--- src/rtl/calc_pkg.sv ---
// Shared key codes, operator/state encodings and width helpers for the keypad calculator core.
package calc_pkg;

    localparam logic [7:0] KEY_ADD  = 8'hF0;
    localparam logic [7:0] KEY_SUB  = 8'hF1;
    localparam logic [7:0] KEY_MUL  = 8'hF2;
    localparam logic [7:0] KEY_EQU  = 8'hF3;
    localparam logic [7:0] KEY_CLR  = 8'hC0;
    localparam logic [7:0] KEY_BKSP = 8'hB0;

    typedef enum logic [1:0] {
        OP_ADD = 2'd0,
        OP_SUB = 2'd1,
        OP_MUL = 2'd2
    } op_e;

    typedef enum logic [3:0] {
        S_IDLE, S_A, S_OP, S_B, S_CVT, S_ALU, S_B2D, S_RES, S_ERR
    } state_e;

    function automatic longint pow10(input int n);
        longint p;
        p = 1;
        for (int i = 0; i < n; i++) p = p * 10;
        return p;
    endfunction

    // Signed result width: magnitude bits for a full-width product plus a sign bit.
    function automatic int calc_rw(input int digits);
        return $clog2(pow10(2 * digits)) + 1;
    endfunction

endpackage

--- src/rtl/calc_seq_core_bin2bcd_seq.sv ---
// Serial double-dabble converter: one input bit per cycle, start/done handshake, sync abort.
module bin2bcd_seq #(
    parameter int W  = 14,
    parameter int ND = 4
) (
    input  logic            clk,
    input  logic            rst,
    input  logic            clr_i,
    input  logic            start_i,
    input  logic [W-1:0]    bin_i,
    output logic            done_o,
    output logic [4*ND-1:0] bcd_o
);
    localparam int CNT_W = $clog2(W + 1);

    logic [CNT_W-1:0] cnt_q;
    logic             run_q;
    logic             done_q;
    logic [W-1:0]     sh_q;
    logic [4*ND-1:0]  bcd_q;

    function automatic logic [4*ND-1:0] add3(input logic [4*ND-1:0] v);
        logic [4*ND-1:0] r;
        r = v;
        for (int i = 0; i < ND; i++) begin
            if (v[4*i +: 4] >= 4'd5) r[4*i +: 4] = v[4*i +: 4] + 4'd3;
        end
        return r;
    endfunction

    always_ff @(posedge clk or posedge rst) begin
        if (rst) begin
            run_q  <= 1'b0;
            done_q <= 1'b0;
            cnt_q  <= '0;
        end else if (clr_i) begin
            run_q  <= 1'b0;
            done_q <= 1'b0;
        end else if (start_i) begin
            run_q  <= 1'b1;
            done_q <= 1'b0;
            cnt_q  <= CNT_W'(W);
        end else if (run_q) begin
            cnt_q <= cnt_q - 1'b1;
            if (cnt_q == CNT_W'(1)) begin
                run_q  <= 1'b0;
                done_q <= 1'b1;
            end
        end
    end

    // Datapath carries no reset; it is reloaded on every start.
    always_ff @(posedge clk) begin
        if (start_i) begin
            sh_q  <= bin_i;
            bcd_q <= '0;
        end else if (run_q) begin
            {bcd_q, sh_q} <= {add3(bcd_q), sh_q} << 1;
        end
    end

    assign done_o = done_q;
    assign bcd_o  = bcd_q;

endmodule

--- src/rtl/calc_seq_core.sv ---
// Keypad calculator core: BCD operand entry, binary ALU, serial BCD result with sign/overflow.
// Optional backspace key support is compiled in with CALC_BACKSPACE_EN.
module calc_seq_core
    import calc_pkg::*;
#(
    parameter int DIGITS = 2,
    parameter int DISP   = 4
) (
    input  logic              clk,
    input  logic              rst,
    input  logic              key_valid,
    input  logic [7:0]        key_code,
    output logic [4*DISP-1:0] disp_bcd,
    output logic [DISP-1:0]   disp_blank,
    output logic              neg,
    output logic              err,
    output logic              busy,
    output logic              result_valid
);
    localparam int RW = calc_rw(DIGITS);
    localparam int MW = RW - 1;
    localparam int OW = 4 * DIGITS;
    localparam int CW = $clog2(DIGITS + 1);
    localparam logic [63:0] LIMIT = 64'(pow10(DISP));

    state_e         state_q, state_d;
    op_e            op_q, op_d;
    logic [OW-1:0]  a_q, a_d, b_q, b_d;
    logic [CW-1:0]  na_q, na_d, nb_q, nb_d, cvt_q, cvt_d;
    logic [MW-1:0]  acc_a_q, acc_a_d, acc_b_q, acc_b_d;
    logic           neg_q, neg_d;

    logic                  is_digit, is_op, is_equ, is_clr;
    logic signed [RW-1:0]  opa_s, opb_s, res_s;
    logic [MW-1:0]         mag;
    logic                  ovf;
    logic                  b2d_start, b2d_clr, b2d_done;
    logic [4*DISP-1:0]     b2d_bcd;

    assign is_digit = key_valid && (key_code <= 8'h09);
    assign is_op    = key_valid && (key_code == KEY_ADD || key_code == KEY_SUB || key_code == KEY_MUL);
    assign is_equ   = key_valid && (key_code == KEY_EQU);
    assign is_clr   = key_valid && (key_code == KEY_CLR);
`ifdef CALC_BACKSPACE_EN
    logic is_bksp;
    assign is_bksp  = key_valid && (key_code == KEY_BKSP);
`endif

    function automatic op_e key_op(input logic [7:0] c);
        case (c)
            KEY_SUB: return OP_SUB;
            KEY_MUL: return OP_MUL;
            default: return OP_ADD;
        endcase
    endfunction

    function automatic logic [MW-1:0] times10(input logic [MW-1:0] v);
        return (v << 3) + (v << 1);
    endfunction

    function automatic logic [MW-1:0] abs_mag(input logic signed [RW-1:0] v);
        logic signed [RW-1:0] a;
        a = v[RW-1] ? -v : v;
        return a[MW-1:0];
    endfunction

    function automatic logic [DISP-1:0] entry_blank(input logic [CW-1:0] n);
        logic [DISP-1:0] m;
        for (int i = 0; i < DISP; i++) m[i] = (i != 0) && (i >= int'(n));
        return m;
    endfunction

    function automatic logic [DISP-1:0] result_blank(input logic [4*DISP-1:0] v);
        logic [DISP-1:0] m;
        logic            seen;
        m    = '0;
        seen = 1'b0;
        for (int i = DISP - 1; i > 0; i--) begin
            if (v[4*i +: 4] != 4'd0) seen = 1'b1;
            m[i] = !seen;
        end
        return m;
    endfunction

    // ALU stage: operands are non-negative, so zero-extension gives their signed form.
    always_comb begin
        opa_s = signed'({1'b0, acc_a_q});
        opb_s = signed'({1'b0, acc_b_q});
        case (op_q)
            OP_SUB:  res_s = opa_s - opb_s;
            OP_MUL:  res_s = opa_s * opb_s;
            default: res_s = opa_s + opb_s;
        endcase
        mag = abs_mag(res_s);
        ovf = 64'(mag) >= LIMIT;
    end

    always_comb begin
        state_d   = state_q;
        op_d      = op_q;
        a_d       = a_q;
        b_d       = b_q;
        na_d      = na_q;
        nb_d      = nb_q;
        cvt_d     = cvt_q;
        acc_a_d   = acc_a_q;
        acc_b_d   = acc_b_q;
        neg_d     = neg_q;
        b2d_start = 1'b0;
        b2d_clr   = 1'b0;
        if (is_clr) begin
            state_d = S_IDLE;
            a_d     = '0;
            b_d     = '0;
            na_d    = '0;
            nb_d    = '0;
            b2d_clr = 1'b1;
        end else begin
            case (state_q)
                S_IDLE, S_RES: begin
                    if (is_digit) begin
                        state_d = S_A;
                        a_d     = OW'(key_code[3:0]);
                        na_d    = CW'(1);
                    end else if (is_op) begin
                        state_d = S_OP;
                        op_d    = key_op(key_code);
                        a_d     = '0;
                        na_d    = '0;
                        b_d     = '0;
                        nb_d    = '0;
                    end
                end
                S_A: begin
                    if (is_digit) begin
                        if (na_q != CW'(DIGITS)) begin
                            a_d  = (a_q << 4) | OW'(key_code[3:0]);
                            na_d = na_q + 1'b1;
                        end
                    end else if (is_op) begin
                        state_d = S_OP;
                        op_d    = key_op(key_code);
                        b_d     = '0;
                        nb_d    = '0;
`ifdef CALC_BACKSPACE_EN
                    end else if (is_bksp) begin
                        a_d  = a_q >> 4;
                        na_d = na_q - 1'b1;
                        if (na_q == CW'(1)) state_d = S_IDLE;
`endif
                    end
                end
                S_OP: begin
                    if (is_digit) begin
                        state_d = S_B;
                        b_d     = OW'(key_code[3:0]);
                        nb_d    = CW'(1);
                    end else if (is_op) begin
                        op_d = key_op(key_code);
                    end else if (is_equ) begin
                        state_d = S_CVT;
                        b_d     = '0;
                        nb_d    = '0;
                        cvt_d   = CW'(DIGITS - 1);
                        acc_a_d = '0;
                        acc_b_d = '0;
                    end
                end
                S_B: begin
                    if (is_digit) begin
                        if (nb_q != CW'(DIGITS)) begin
                            b_d  = (b_q << 4) | OW'(key_code[3:0]);
                            nb_d = nb_q + 1'b1;
                        end
                    end else if (is_equ) begin
                        state_d = S_CVT;
                        cvt_d   = CW'(DIGITS - 1);
                        acc_a_d = '0;
                        acc_b_d = '0;
`ifdef CALC_BACKSPACE_EN
                    end else if (is_bksp) begin
                        b_d  = b_q >> 4;
                        nb_d = nb_q - 1'b1;
                        if (nb_q == CW'(1)) state_d = S_OP;
`endif
                    end
                end
                // Both operands convert together, most significant digit first.
                S_CVT: begin
                    acc_a_d = times10(acc_a_q) + MW'(a_q[4*cvt_q +: 4]);
                    acc_b_d = times10(acc_b_q) + MW'(b_q[4*cvt_q +: 4]);
                    cvt_d   = cvt_q - 1'b1;
                    if (cvt_q == '0) state_d = S_ALU;
                end
                S_ALU: begin
                    neg_d = res_s < 0;
                    if (ovf) begin
                        state_d = S_ERR;
                    end else begin
                        state_d   = S_B2D;
                        b2d_start = 1'b1;
                    end
                end
                S_B2D: if (b2d_done) state_d = S_RES;
                S_ERR: ;
                default: state_d = S_IDLE;
            endcase
        end
    end

    always_ff @(posedge clk or posedge rst) begin
        if (rst) begin
            state_q <= S_IDLE;
            op_q    <= OP_ADD;
            na_q    <= '0;
            nb_q    <= '0;
            cvt_q   <= '0;
            neg_q   <= 1'b0;
        end else begin
            state_q <= state_d;
            op_q    <= op_d;
            na_q    <= na_d;
            nb_q    <= nb_d;
            cvt_q   <= cvt_d;
            neg_q   <= neg_d;
        end
    end

    always_ff @(posedge clk) begin
        a_q     <= a_d;
        b_q     <= b_d;
        acc_a_q <= acc_a_d;
        acc_b_q <= acc_b_d;
    end

    bin2bcd_seq #(.W(MW), .ND(DISP)) u_b2d (
        .clk     (clk),
        .rst     (rst),
        .clr_i   (b2d_clr),
        .start_i (b2d_start),
        .bin_i   (mag),
        .done_o  (b2d_done),
        .bcd_o   (b2d_bcd)
    );

    always_comb begin
        disp_bcd   = '0;
        disp_blank = entry_blank('0);
        case (state_q)
            S_A, S_OP: begin
                disp_bcd   = (4*DISP)'(a_q);
                disp_blank = entry_blank(na_q);
            end
            S_B, S_CVT, S_ALU, S_B2D: begin
                disp_bcd   = (4*DISP)'(b_q);
                disp_blank = entry_blank(nb_q);
            end
            S_RES: begin
                disp_bcd   = b2d_bcd;
                disp_blank = result_blank(b2d_bcd);
            end
            S_ERR:   disp_blank = '1;
            default: ;
        endcase
    end

    assign busy         = (state_q == S_CVT) || (state_q == S_ALU) || (state_q == S_B2D);
    assign result_valid = (state_q == S_RES);
    assign err          = (state_q == S_ERR);
    assign neg          = result_valid && neg_q;

endmodule

--- config.mk ---
export PLATFORM = sky130hd
export DESIGN_NAME = calc_seq_core
export DESIGN_NICKNAME = d
export VERILOG_FILES = /design/src/rtl/calc_pkg.sv /design/src/rtl/calc_seq_core_bin2bcd_seq.sv /design/src/rtl/calc_seq_core.sv
export SDC_FILE = /design/constraint.sdc
export NUM_CORES = 1
export LEC_CHECK = 0
export ABC_AREA = 1
export CAP_MARGIN = 20
export CORE_MARGIN = 3
export CORE_UTILIZATION = 40
export CTS_CLUSTER_SIZE = 12
export DETAILED_ROUTE_END_ITERATION = 7
export SLEW_MARGIN = 20
export SYNTH_ARGS = -nofsm -noshare
export SYNTH_HDL_FRONTEND = slang
export SYNTH_SLANG_ARGS = --single-unit
--- constraint.sdc ---
create_clock -name clk -period 8.15 [get_ports clk]
set_input_delay 0.815 -clock clk [delete_from_list [all_inputs] [get_ports clk]]
set_output_delay 0.815 -clock clk [all_outputs]
set_load 0.03 [all_outputs]
# [Word level (Yosys, flattened, before mapping)]
# Cells that the tools add are included.
[classes] muxes=84 n_addsub=15 n_reduce_logical=40 magnitude_cmp=11 eq_ne=44 div_mod_pow=0 n_bitwise=5 multipliers=1 n_shift=2
[op_table] op="$mux 14" count=11
[op_table] op="$pmux 14 s3" count=2
[op_table] op="$mux 8" count=10
[op_table] op="$mux 4" count=16
[op_table] op="$pmux 16 s3" count=1
[op_table] op="$eq 8x8->1 const B" count=5
[op_table] op="$mux 2" count=16
[op_table] op="$pmux 4 s8" count=1
[op_table] op="$ne 3x3->1 const B" count=10
[op_table] op="$pmux 15 s2" count=1
[op_table] op="$add 14x14->14" count=2
[op_table] op="$add 14x4->14" count=2
[op_table] op="$pmux 8 s3" count=1
[op_table] op="$ne 2x2->1 const B" count=10
[op_table] op="$mux 1" count=18
[op_table] op="$eq 4x3->1 const B" count=4
[op_table] op="$ge 4x3->1 const B" count=4
[op_table] op="$or 8x4->8" count=2
[op_table] op="$pmux 4 s4" count=1
[op_table] op="$pmux 8 s2" count=1
[op_table] op="$reduce_bool 4->1" count=4
[op_table] op="$shiftx 8x5->4" count=2
[op_table] op="$add 14x14->15" count=1
[op_table] op="$lt 15x1->1 const B" count=1
[op_table] op="40 further kinds" count=76
[totals] mem_bits_rw=0 out_inout_bits=24 word_cells=217 latchBits=0 input_bits=11 register_bits=93 mem_bits_ro=0 memories=0

# [Longest topological paths before layout]
# Gate-level depths: netlist of run 1.
[logic_depth] ltp_word=10 ltp_mapped=40 mapped_depth_nobuf=38

# [By module]
# A second synthesis of run 1 with hierarchy kept.
[unflattened] cells_unflattened=1718 area_unflattened_um2=11775.0
[by_module_without_submodules] mod="calc_seq_core" seq_area_each_um2=1486.4 instances=1 area_each_um2=9893.2 cells_each=1489
[by_module_without_submodules] mod="bin2bcd_seq" seq_area_each_um2=890.9 instances=1 area_each_um2=1881.8 cells_each=229

# [Worst setup path before layout of run 1]
# No wires, ideal clock.
[synth_path] path_type="reg-to-reg" startpoint="register acc_b_q[2]" endpoint="register u_b2d.cnt_q[1]" arrival_time_ps=6452 path_buffers=3 path_stages_with_launch=36 setup_slack_ps=1580 setup_ps=118 required_time_ps=8032 period_less_slack_ps=6570 cell_sequence="edfxtp_1 -> buf_2 -> buf_1 -> nand2_1 -> inv_1 -> fa_1 -> inv_1 -> fa_1 -> inv_1 -> fa_1 -> inv_1 -> fa_1 -> inv_1 -> fa_1 -> fa_1 -> ha_1 -> inv_1 -> o21ai_0 -> nor2_1 -> nand3_1 -> nand2_1 -> nand2_1 -> a21oi_2 -> inv_1 -> nand2_2 -> nand3_4 -> nand2_4 -> buf_6 -> nor2_2 -> a21oi_2 -> o21bai_2 -> nand3_4 -> nand2_2 -> nand2_1 -> nand2_1 -> nand2_1"
[synth_between] elab_chain_len=10 word_cells_on_any_way=13 classes_between="3 x add/sub; 1 x mul; 1 x order compare; 6 x mux; 2 x reduce/logical"
[synth_rtl] item="start, declared" line_no="calc_seq_core.sv:30" source="logic [MW-1:0] acc_a_q, acc_a_d, acc_b_q, acc_b_d;"
[synth_rtl] item="start signal, assigned" line_no="calc_seq_core.sv:233" source="acc_b_q <= acc_b_d;"
[synth_rtl] item="$mul 14x14->15 (tied with other cells)" line_no="calc_seq_core.sv:91" source="OP_MUL: res_s = opa_s * opb_s;"
[synth_rtl] item="$pmux 15 s2 *" line_no="calc_seq_core.sv:89" source="case (op_q)"
[synth_rtl] item="$neg 14->14" line_no="calc_seq_core.sv:63" source="a = v[RW-1] ? -v : v;"
[synth_rtl] item="$mux 14 *" line_no="calc_seq_core.sv:63"
[synth_rtl] item="$ge 14x14->1 *" line_no="calc_seq_core.sv:95" source="ovf = 64'(mag) >= LIMIT;"
[synth_rtl] item="$mux 1 *" line_no="calc_seq_core.sv:197" source="if (ovf) begin"
[synth_rtl] item="$mux 1 *" line_no="calc_seq_core.sv:119" source="case (state_q)"
[synth_rtl] item="$mux 1 *" line_no="calc_seq_core.sv:111" source="if (is_clr) begin"
[synth_rtl] item="$reduce_bool 2->1 (no line)"
[synth_rtl] item="$reduce_and 2->1 (no line)"
[synth_rtl] item="end signal, assigned" line_no="calc_seq_core_bin2bcd_seq.sv:42" source="cnt_q <= CNT_W'(W);"
[synth_rtl] item="end signal, assigned" line_no="calc_seq_core_bin2bcd_seq.sv:44" source="cnt_q <= cnt_q - 1'b1;"
[synth_rtl] item="end, declared" line_no="calc_seq_core_bin2bcd_seq.sv:16" source="logic [CNT_W-1:0] cnt_q;"
# Mark *: on every way between the ends. The rest lies on a longest branch, timed or not.
# A chain may end at the register's enable or synchronous reset.

# [Worst setup path after layout of run 1]
[layout_path] startpoint="register acc_a_q[7]" endpoint="register u_b2d.cnt_q[0]"
[layout_between] elab_chain_len=10 word_cells_on_any_way=13 classes_between="3 x add/sub; 1 x mul; 1 x order compare; 6 x mux; 2 x reduce/logical"
[layout_rtl] item="start, declared" line_no="calc_seq_core.sv:30"
[layout_rtl] item="start signal, assigned" line_no="calc_seq_core.sv:232" source="acc_a_q <= acc_a_d;"
[layout_rtl] item="$mul 14x14->15 (tied with other cells)" line_no="calc_seq_core.sv:91"
[layout_rtl] item="$pmux 15 s2 *" line_no="calc_seq_core.sv:89"
[layout_rtl] item="$neg 14->14" line_no="calc_seq_core.sv:63"
[layout_rtl] item="$mux 14 *" line_no="calc_seq_core.sv:63"
[layout_rtl] item="$ge 14x14->1 *" line_no="calc_seq_core.sv:95"
[layout_rtl] item="$mux 1 *" line_no="calc_seq_core.sv:197"
[layout_rtl] item="$mux 1 *" line_no="calc_seq_core.sv:119"
[layout_rtl] item="$mux 1 *" line_no="calc_seq_core.sv:111"
[layout_rtl] item="$reduce_bool 2->1 (no line)"
[layout_rtl] item="$reduce_and 2->1 (no line)"
# Marks and branches as above.

==> results by group, run 1 <==
Pwr
  • Cell area power density: 426.8 nW/um^2
  • Net switching power: 3024 uW
  • Switching share of power: 0.5520
  • Clock network power share: 0.080
  • Gate power share: 0.770
  • P_leak: between 0.007 and 0.008 uW
  • Maximum vdd ir drop: 0.2686 mV
  • Sequential Power Share: 0.150
  • Design internal power: 2454 uW

Placement
  • Area of placed instances: 12520 sq um
  • Cell count after placement: 2099
  • Placed wire-length estimate: 24100 um
  • Post-placement worst setup slack: 0.8367 ns
  • Final RePlAce weighted congestion: 0.8825
  • Number of I/O port buffers: 34

Timing
  • Total negative setup slack: 0 ns
  • Achievable clock frequency: 136.9 MHz
  • Post-route minimum period: 7.305 ns
  • Number of setup violations in the final report: 0
  • Relative slew margins: 0.3667
  • Max Clock Skew: 0.01320 ns
  • Final Max Tran Viols: 0
  • Setup slack after layout: 0.8451 ns
  • Final period utilization: 0.8963
  • Final-layout worst hold slack: 0.4937 ns
  • Hold Fails Final Rpt: 0
  • Unrepaired setup endpoints after global routing: no
  • Worst Tran Pin Value: 0.9500 ns

Synth
  • Share of synthesized area spent on multiplexers: 0
  • Netlist area before placement: 11800 sq um
  • Share of synthesized cell area in and, or, nand and nor gates: 0.2623
  • Synth area leader: sky130_fd_sc_hd__nand2_1
  • Total number of yosys warnings: 0
  • Compound-Gate Fraction of Synth Area: 0.1090
  • Synthesized flop and latch total: 93
  • Top cells by area in the synthesized netlist: sky130_fd_sc_hd__nand2_1 14%, sky130_fd_sc_hd__ha_1 13%, sky130_fd_sc_hd__fa_1 12%
  • Fraction of synthesized cell area taken by the top area cell type: 0.1381
  • Number of flops mapped to enable cells by yosys: 42
  • Fraction of synthesized cell area in xor and xnor cells: 0.02376
  • Post-synth cell types: 57
  • Total nets after synthesis: 1912
  • Portion of the post-synthesis area used by sequential elements: 0.2015
  • Dominant combinational cell family by area after synthesis: simple AND/OR/NAND/NOR gates
  • Share of async-settable or async-resettable flops after synthesis: 0.2043
  • Mean instance size in the synthesized netlist: 6.918 sq um
  • Gate count of the mapped netlist: around 1700
  • Post-synthesis share of cell area spent on full adders, half adders and majority gates: 0.2544
  • Main synth FF type: sky130_fd_sc_hd__edfxtp_1

Global route
  • Number of antenna violations at the first check in global routing: 0
  • Number of global-route vias before repair: a little over 10000
  • Global-route total usage across every layer: 0.1970
  • Remaining global-route overflow: 0
  • Wire length of the first global-routing pass: 50520 um
  • Largest net degree at the start of global routing: 31

Route
  • Vias: 10633
  • DRC: 0
  • Post-detailed-routing wire length: between 30000 and 40000 um
  • Violation count after the first detailed-route iteration: 811
  • Average via count per standard cell: 5.027
  • Router iterations before antenna repair: 5
  • Antenna-violating nets left: 0
  • Average wire per standard cell: about 14 um

Final layout
  • Synth-to-layout area growth: 8.815%
  • Number of nets in the layout: a little under 2000
  • Top library cells by usage in the layout, fill and taps aside: 434 x sky130_fd_sc_hd__nand2_1, 381 x sky130_fd_sc_hd__inv_1, 123 x sky130_fd_sc_hd__ha_1
  • Area of the multi-input gates: 7661 sq um
  • Final cell count without fillers: 2115
  • Share of final-layout standard cells stronger than drive strength 1: 0.05373
  • Finished layout cell area: ~13000 sq um
  • Most common library cell in the layout ignoring fill and taps: sky130_fd_sc_hd__nand2_1
  • Layout fillers: 2988
  • Sequential cell area: 2377 sq um
  • Diode insertion count for antenna repair: 0

Floorplan
  • Std cell rows: between 60 and 70
  • Effective utilization at floorplan: 0.4087
  • Floorplan die width: ~180 um
  • Boundary Pins: 35
  • Std-Cell Core Area: 28860 sq um
  • Vert. Die Dim: 177.7 um
  • Die area: 31580 sq um

CTS
  • Cts hold-fix bufs: 0
  • Clock slew at the register clock pins of the worst setup and hold paths: 0.07 ns
  • Cell at the root of the clock tree: sky130_fd_sc_hd__clkbuf_16
  • Total clock buffers created by CTS: 9
  • Number of gates given a new drive strength after cts: 0
  • H-tree depth reported by CTS: 3
  • Post-CTS Setup Repair Bufs: 0
  • Clk Latency, worst-skew pair: 0.35 ns
  • Sinks on Clock Net: 93
  • Clock tree from TritonCTS: yes
  • Max clock buf depth: 2

Worst setup path
  • Critical Path Slowest Stage Cell: sky130_fd_sc_hd__edfxtp_1
  • Worst Path Class, Setup: register to register
  • CP Data Arrival Time: ~7.6 ns
  • Worst Setup Start Kind: register
  • Worst path max stage delay: 0.64 ns
  • Kind of end point of the critical path: register
  • Required time at the endpoint of the critical path: approximately 8.4 ns
  • Maximum fanout count along the critical path: 24

Status
  • Outcome: finished, final reports clean

Worst hold path
  • Worst hold-check path type: register to register

Run
  • Number of max-capacitance violations reported: 0
critical path, delay by kind of cell (launching register included):
family                   cells  cell delay, ns
AND/OR/NAND/NOR             16            2.20
flip-flops                   1            0.64
AO/OA/AOI/OAI                3            0.44
adder cells (fa/ha/maj)      7            3.39
buffers and inverters        7            0.50
final timing paths:
kind                           startpoint             end  slack (ns)  depth (start not counted)
setup reg to reg               acc_a_q[7]  u_b2d.cnt_q[0]        0.85                         33
hold / removal             u_b2d.cnt_q[1]  u_b2d.cnt_q[1]        0.49                          2
hold reg to reg            u_b2d.cnt_q[1]  u_b2d.cnt_q[1]        0.49                          2
setup / recovery               acc_a_q[7]  u_b2d.cnt_q[0]        0.85                         33
min in group asynchronous             rst  u_b2d.cnt_q[1]        0.90                          2
max in group asynchronous             rst        cvt_q[0]        6.76                          2
area by class of cell:
cell class | count | area share
inverters | 401 | 0.1173
clock inverters | 4 | 0.002632
flip-flops and latches | 93 | 0.1852
well taps | 384 | 0.03743
multi-input cells | 1166 | 0.5969
repair buffers | 55 | 0.03880
clock buffers | 12 | 0.02174
layer usage:
metal  share of wire  global-route usage
met1            0.48              0.2786
met2            0.47              0.3292
met3           0.043             0.02011
met4           0.011             0.03698
met5               0                   0
stage by stage:
stage | utilization | power, uW
6_report | 0.4448 | 5478
4_1_cts | 0.4448 | 5503
3_5_place_dp | 0.4339 | 5037
5_1_grt | 0.4448 | 6178
2_1_floorplan | - | 4021
3_3_place_gp | 0.4339 | 4968
registers in the layout, summed over array words and instances (netlist names):
register	cells
u_b2d.bcd_o	16
acc_a_q	14
acc_b_q	14
u_b2d.sh_q	14
a_q	8
b_q	8
state_q	4
u_b2d.cnt_q	4
cvt_q	2
na_q	2
nb_q	2
op_q	2
neg_q	1
u_b2d.done_o	1
u_b2d.run_q	1
power by group through the flow:
stage / clock [uW] / sequential [uW] / combinational (uW)
global placement: 0 / 827 / 4140
floorplan: 0 / 729 / 3290
global route: 464 / 840 / 4870
detailed placement: 0 / 826 / 4210
finish: 438 / 821 / 4220
CTS: 447 / 819 / 4240
synthesized netlist by cell type (9+ instances only):
master                     number
sky130_fd_sc_hd__a21oi_1       50
sky130_fd_sc_hd__nor2_1       114
sky130_fd_sc_hd__nand4_1       23
sky130_fd_sc_hd__o22ai_1       17
sky130_fd_sc_hd__nand2_2       11
sky130_fd_sc_hd__inv_2         17
sky130_fd_sc_hd__buf_2          9
sky130_fd_sc_hd__fa_1          73
sky130_fd_sc_hd__nand3_1       93
sky130_fd_sc_hd__edfxtp_1      42
sky130_fd_sc_hd__o21ai_0       90
sky130_fd_sc_hd__inv_1        381
sky130_fd_sc_hd__xor2_1        18
sky130_fd_sc_hd__nor3_1        19
sky130_fd_sc_hd__dfxtp_1       32
sky130_fd_sc_hd__ha_1         123
sky130_fd_sc_hd__xnor2_1       14
sky130_fd_sc_hd__clkbuf_1      21
sky130_fd_sc_hd__dfrtp_1       19
sky130_fd_sc_hd__nand2_1      434
logic make-up (layout without fill, tap and decap cells):
| logic type | count (synthesis) | in the layout |
|---|---|---|
| flops | 93 | 93 |
| simple gates | 724 | 724 |
| xor+xnor | 32 | 32 |
| compound gates | 214 | 214 |
| fa+ha+maj | 196 | 196 |
| buf+inv | 446 | 472 |
Note: power is estimated with default switching activity, not from simulation.
==> run 2, diff against run 1 <==
--- a/config.mk
+++ b/config.mk
@@ -8,9 +8,10 @@
 export ABC_AREA = 1
 export CAP_MARGIN = 20
 export CORE_MARGIN = 3
-export CORE_UTILIZATION = 40
+export CORE_UTILIZATION = 45
 export CTS_CLUSTER_SIZE = 12
 export DETAILED_ROUTE_END_ITERATION = 7
+export PLACE_DENSITY = 0.68
 export SLEW_MARGIN = 20
 export SYNTH_ARGS = -nofsm -noshare
 export SYNTH_HDL_FRONTEND = slang
==> run 2 against run 1 <==
- utilization grew 5.5 points
- register-to-register slack gained 0.08 ns
- sequential share of layout area rose by 0.17 points
- clock-buffer cell count decreased by 3
- clock skew rose by 0.0028 ns
- fmax grew 1.1%
- power shrank 1.6%
- via count shrank 0.82%
- critical path type unchanged
- highest routed layer unchanged
==> results by group, run 2 (synthesized netlist as in run 1, its figures left out) <==
Timing
  • Total negative setup slack: 0 ns
  • Worst Tran Pin Value: 0.9061 ns
  • Max Clock Skew: 0.01597 ns
  • Final period utilization: 0.8865
  • Relative slew margins: 0.3960
  • Final-layout worst hold slack: 0.4906 ns
  • Number of setup violations in the final report: 0
  • Final Max Tran Viols: 0
  • Post-route minimum period: 7.225 ns
  • Unrepaired setup endpoints after global routing: no
  • Achievable clock frequency: 138.4 MHz
  • Hold Fails Final Rpt: 0

Placement
  • Number of I/O port buffers: 34
  • Final RePlAce weighted congestion: 0.9069
  • Placed wire-length estimate: approximately 23000 um

Final layout
  • Top library cells by usage in the layout, fill and taps aside: 434 x sky130_fd_sc_hd__nand2_1, 381 x sky130_fd_sc_hd__inv_1, 123 x sky130_fd_sc_hd__ha_1
  • Diode insertion count for antenna repair: 0
  • Layout fillers: 2504
  • Max FFs per register: 16
  • Number of nets in the layout: approximately 1900
  • Share of final-layout standard cells stronger than drive strength 1: 0.05266
  • Most common library cell in the layout ignoring fill and taps: sky130_fd_sc_hd__nand2_1
  • Synth-to-layout area growth: 7.839%

Pwr
  • Maximum vdd ir drop: roughly 0.44 mV
  • P_leak: around 0.0070 uW
  • Cell area power density: 423.8 nW/um^2

CTS
  • Total clock buffers created by CTS: 9
  • Sinks on Clock Net: 93
  • Number of gates given a new drive strength after cts: 0
  • H-tree depth reported by CTS: 3
  • Max clock buf depth: 2
  • Post-CTS Setup Repair Bufs: 0
  • Clock tree from TritonCTS: yes
  • Cell at the root of the clock tree: sky130_fd_sc_hd__clkbuf_16
  • Cts hold-fix bufs: 0
  • Clock slew at the register clock pins of the worst setup and hold paths: 0.08 ns
  • Clk Latency, worst-skew pair: 0.36 ns

Floorplan
  • Die area: roughly 28000 sq um
  • Std cell rows: 58
  • Std-Cell Core Area: roughly 25000 sq um
  • Boundary Pins: 35
  • Floorplan die width: between 150 and 200 um
  • Effective utilization at floorplan: 0.4631
  • Vert. Die Dim: 167.9 um

Route
  • Post-detailed-routing wire length: 29400 um
  • DRC: 0
  • Violation count after the first detailed-route iteration: 632
  • Antenna-violating nets left: 0
  • Router iterations before antenna repair: 7
  • Vias: about 11000
  • Average wire per standard cell: 14.29 um
  • Average via count per standard cell: 5.124

Global route
  • Global-route total usage across every layer: 0.2125
  • Remaining global-route overflow: 0
  • Number of global-route vias before repair: approximately 10000
  • Largest net degree at the start of global routing: 35
  • Number of antenna violations at the first check in global routing: 0
  • Wire length of the first global-routing pass: 50030 um

Worst setup path
  • Maximum fanout count along the critical path: 18
  • Kind of end point of the critical path: register
  • CP Data Arrival Time: 7.48 ns
  • Required time at the endpoint of the critical path: 8.40 ns
  • Worst Path Class, Setup: register to register
  • Worst path max stage delay: 0.77 ns
  • Critical Path Slowest Stage Cell: sky130_fd_sc_hd__edfxtp_1
  • Worst Setup Start Kind: register

Run
  • Number of max-capacitance violations reported: 0

Status
  • Outcome: finished, final reports clean

Worst hold path
  • Worst hold-check path type: register to register
==> run 2: cell count changes in the layout (fill, tap and decap cells not counted) <==
cell,delta
sky130_fd_sc_hd__clkinv_2,+1
sky130_fd_sc_hd__clkinvlp_4,-1
sky130_fd_sc_hd__inv_6,+1
sky130_fd_sc_hd__clkbuf_1,-1
sky130_fd_sc_hd__buf_4,-3
sky130_fd_sc_hd__clkbuf_16,-2
sky130_fd_sc_hd__inv_8,+2
==> run 2: final timing paths <==
kind                                      from              to  slack [ns]  cells after the start
worst max-delay path                acc_a_q[3]  u_b2d.cnt_q[3]        0.92                     29
worst min-delay path            u_b2d.cnt_q[1]  u_b2d.cnt_q[1]        0.49                      2
worst max register to register      acc_a_q[3]  u_b2d.cnt_q[3]        0.92                     29
worst min register to register  u_b2d.cnt_q[1]  u_b2d.cnt_q[1]        0.49                      2
max in group asynchronous                  rst        cvt_q[1]        6.72                      2
min in group asynchronous                  rst  u_b2d.cnt_q[2]        0.92                      2
==> run 2: metal layers <==
| metal | GRT usage | up-vias | part of all wire |
|---|---|---|---|
| li1 | - | 5377 | - |
| met1 | 0.2965 | 4879 | 0.47 |
| met2 | 0.3570 | 265 | 0.47 |
| met3 | 0.02630 | 25 | 0.051 |
| met4 | 0.04411 | 0 | 0.010 |
| met5 | 0 | - | 0 |
==> run 2: power by group <==
part           switching [uW]  leakage, uW  internal, uW
logic                    2600      0.00596          1550
registers                 173     0.000901           643
clock network             208     0.000145           215
total                    2980      0.00700          2410
==> run 2: layout make-up <==
type,count,area [sq um],area share
clock buffer,9,225.2,0.01771
multi-input combinational,1166,7661,0.6023
tap,330,412.9,0.03246
timing repair buffer,52,475.5,0.03738
sequential,93,2377,0.1869
inverter,401,1505,0.1183
clock inverter,7,62.56,0.004918
==> run 2: critical path, delay by kind of cell (launching register included) <==
family,cells,cell delay (ns)
AO/OA/AOI/OAI,4,0.72
adder cells (fa/ha/maj),7,3.36
buffers and inverters,5,0.35
flip-flops,1,0.77
AND/OR/NAND/NOR,13,1.89
==> run 2: stage by stage <==
step                      cell area (sq um)  instances  setup slack [ns]    util  power, uW
final                                 12720       2058            0.9247  0.4994       5391
after global routing                  12720       2058            0.3865  0.4994       6114
after CTS                             12720       2058            0.8674  0.4994       5425
after detailed placement              12430       2042            0.8809  0.4881       4982
after global placement                12430       2042             1.037  0.4881       4916
after floorplan                       11800       1705             1.580       -       4021
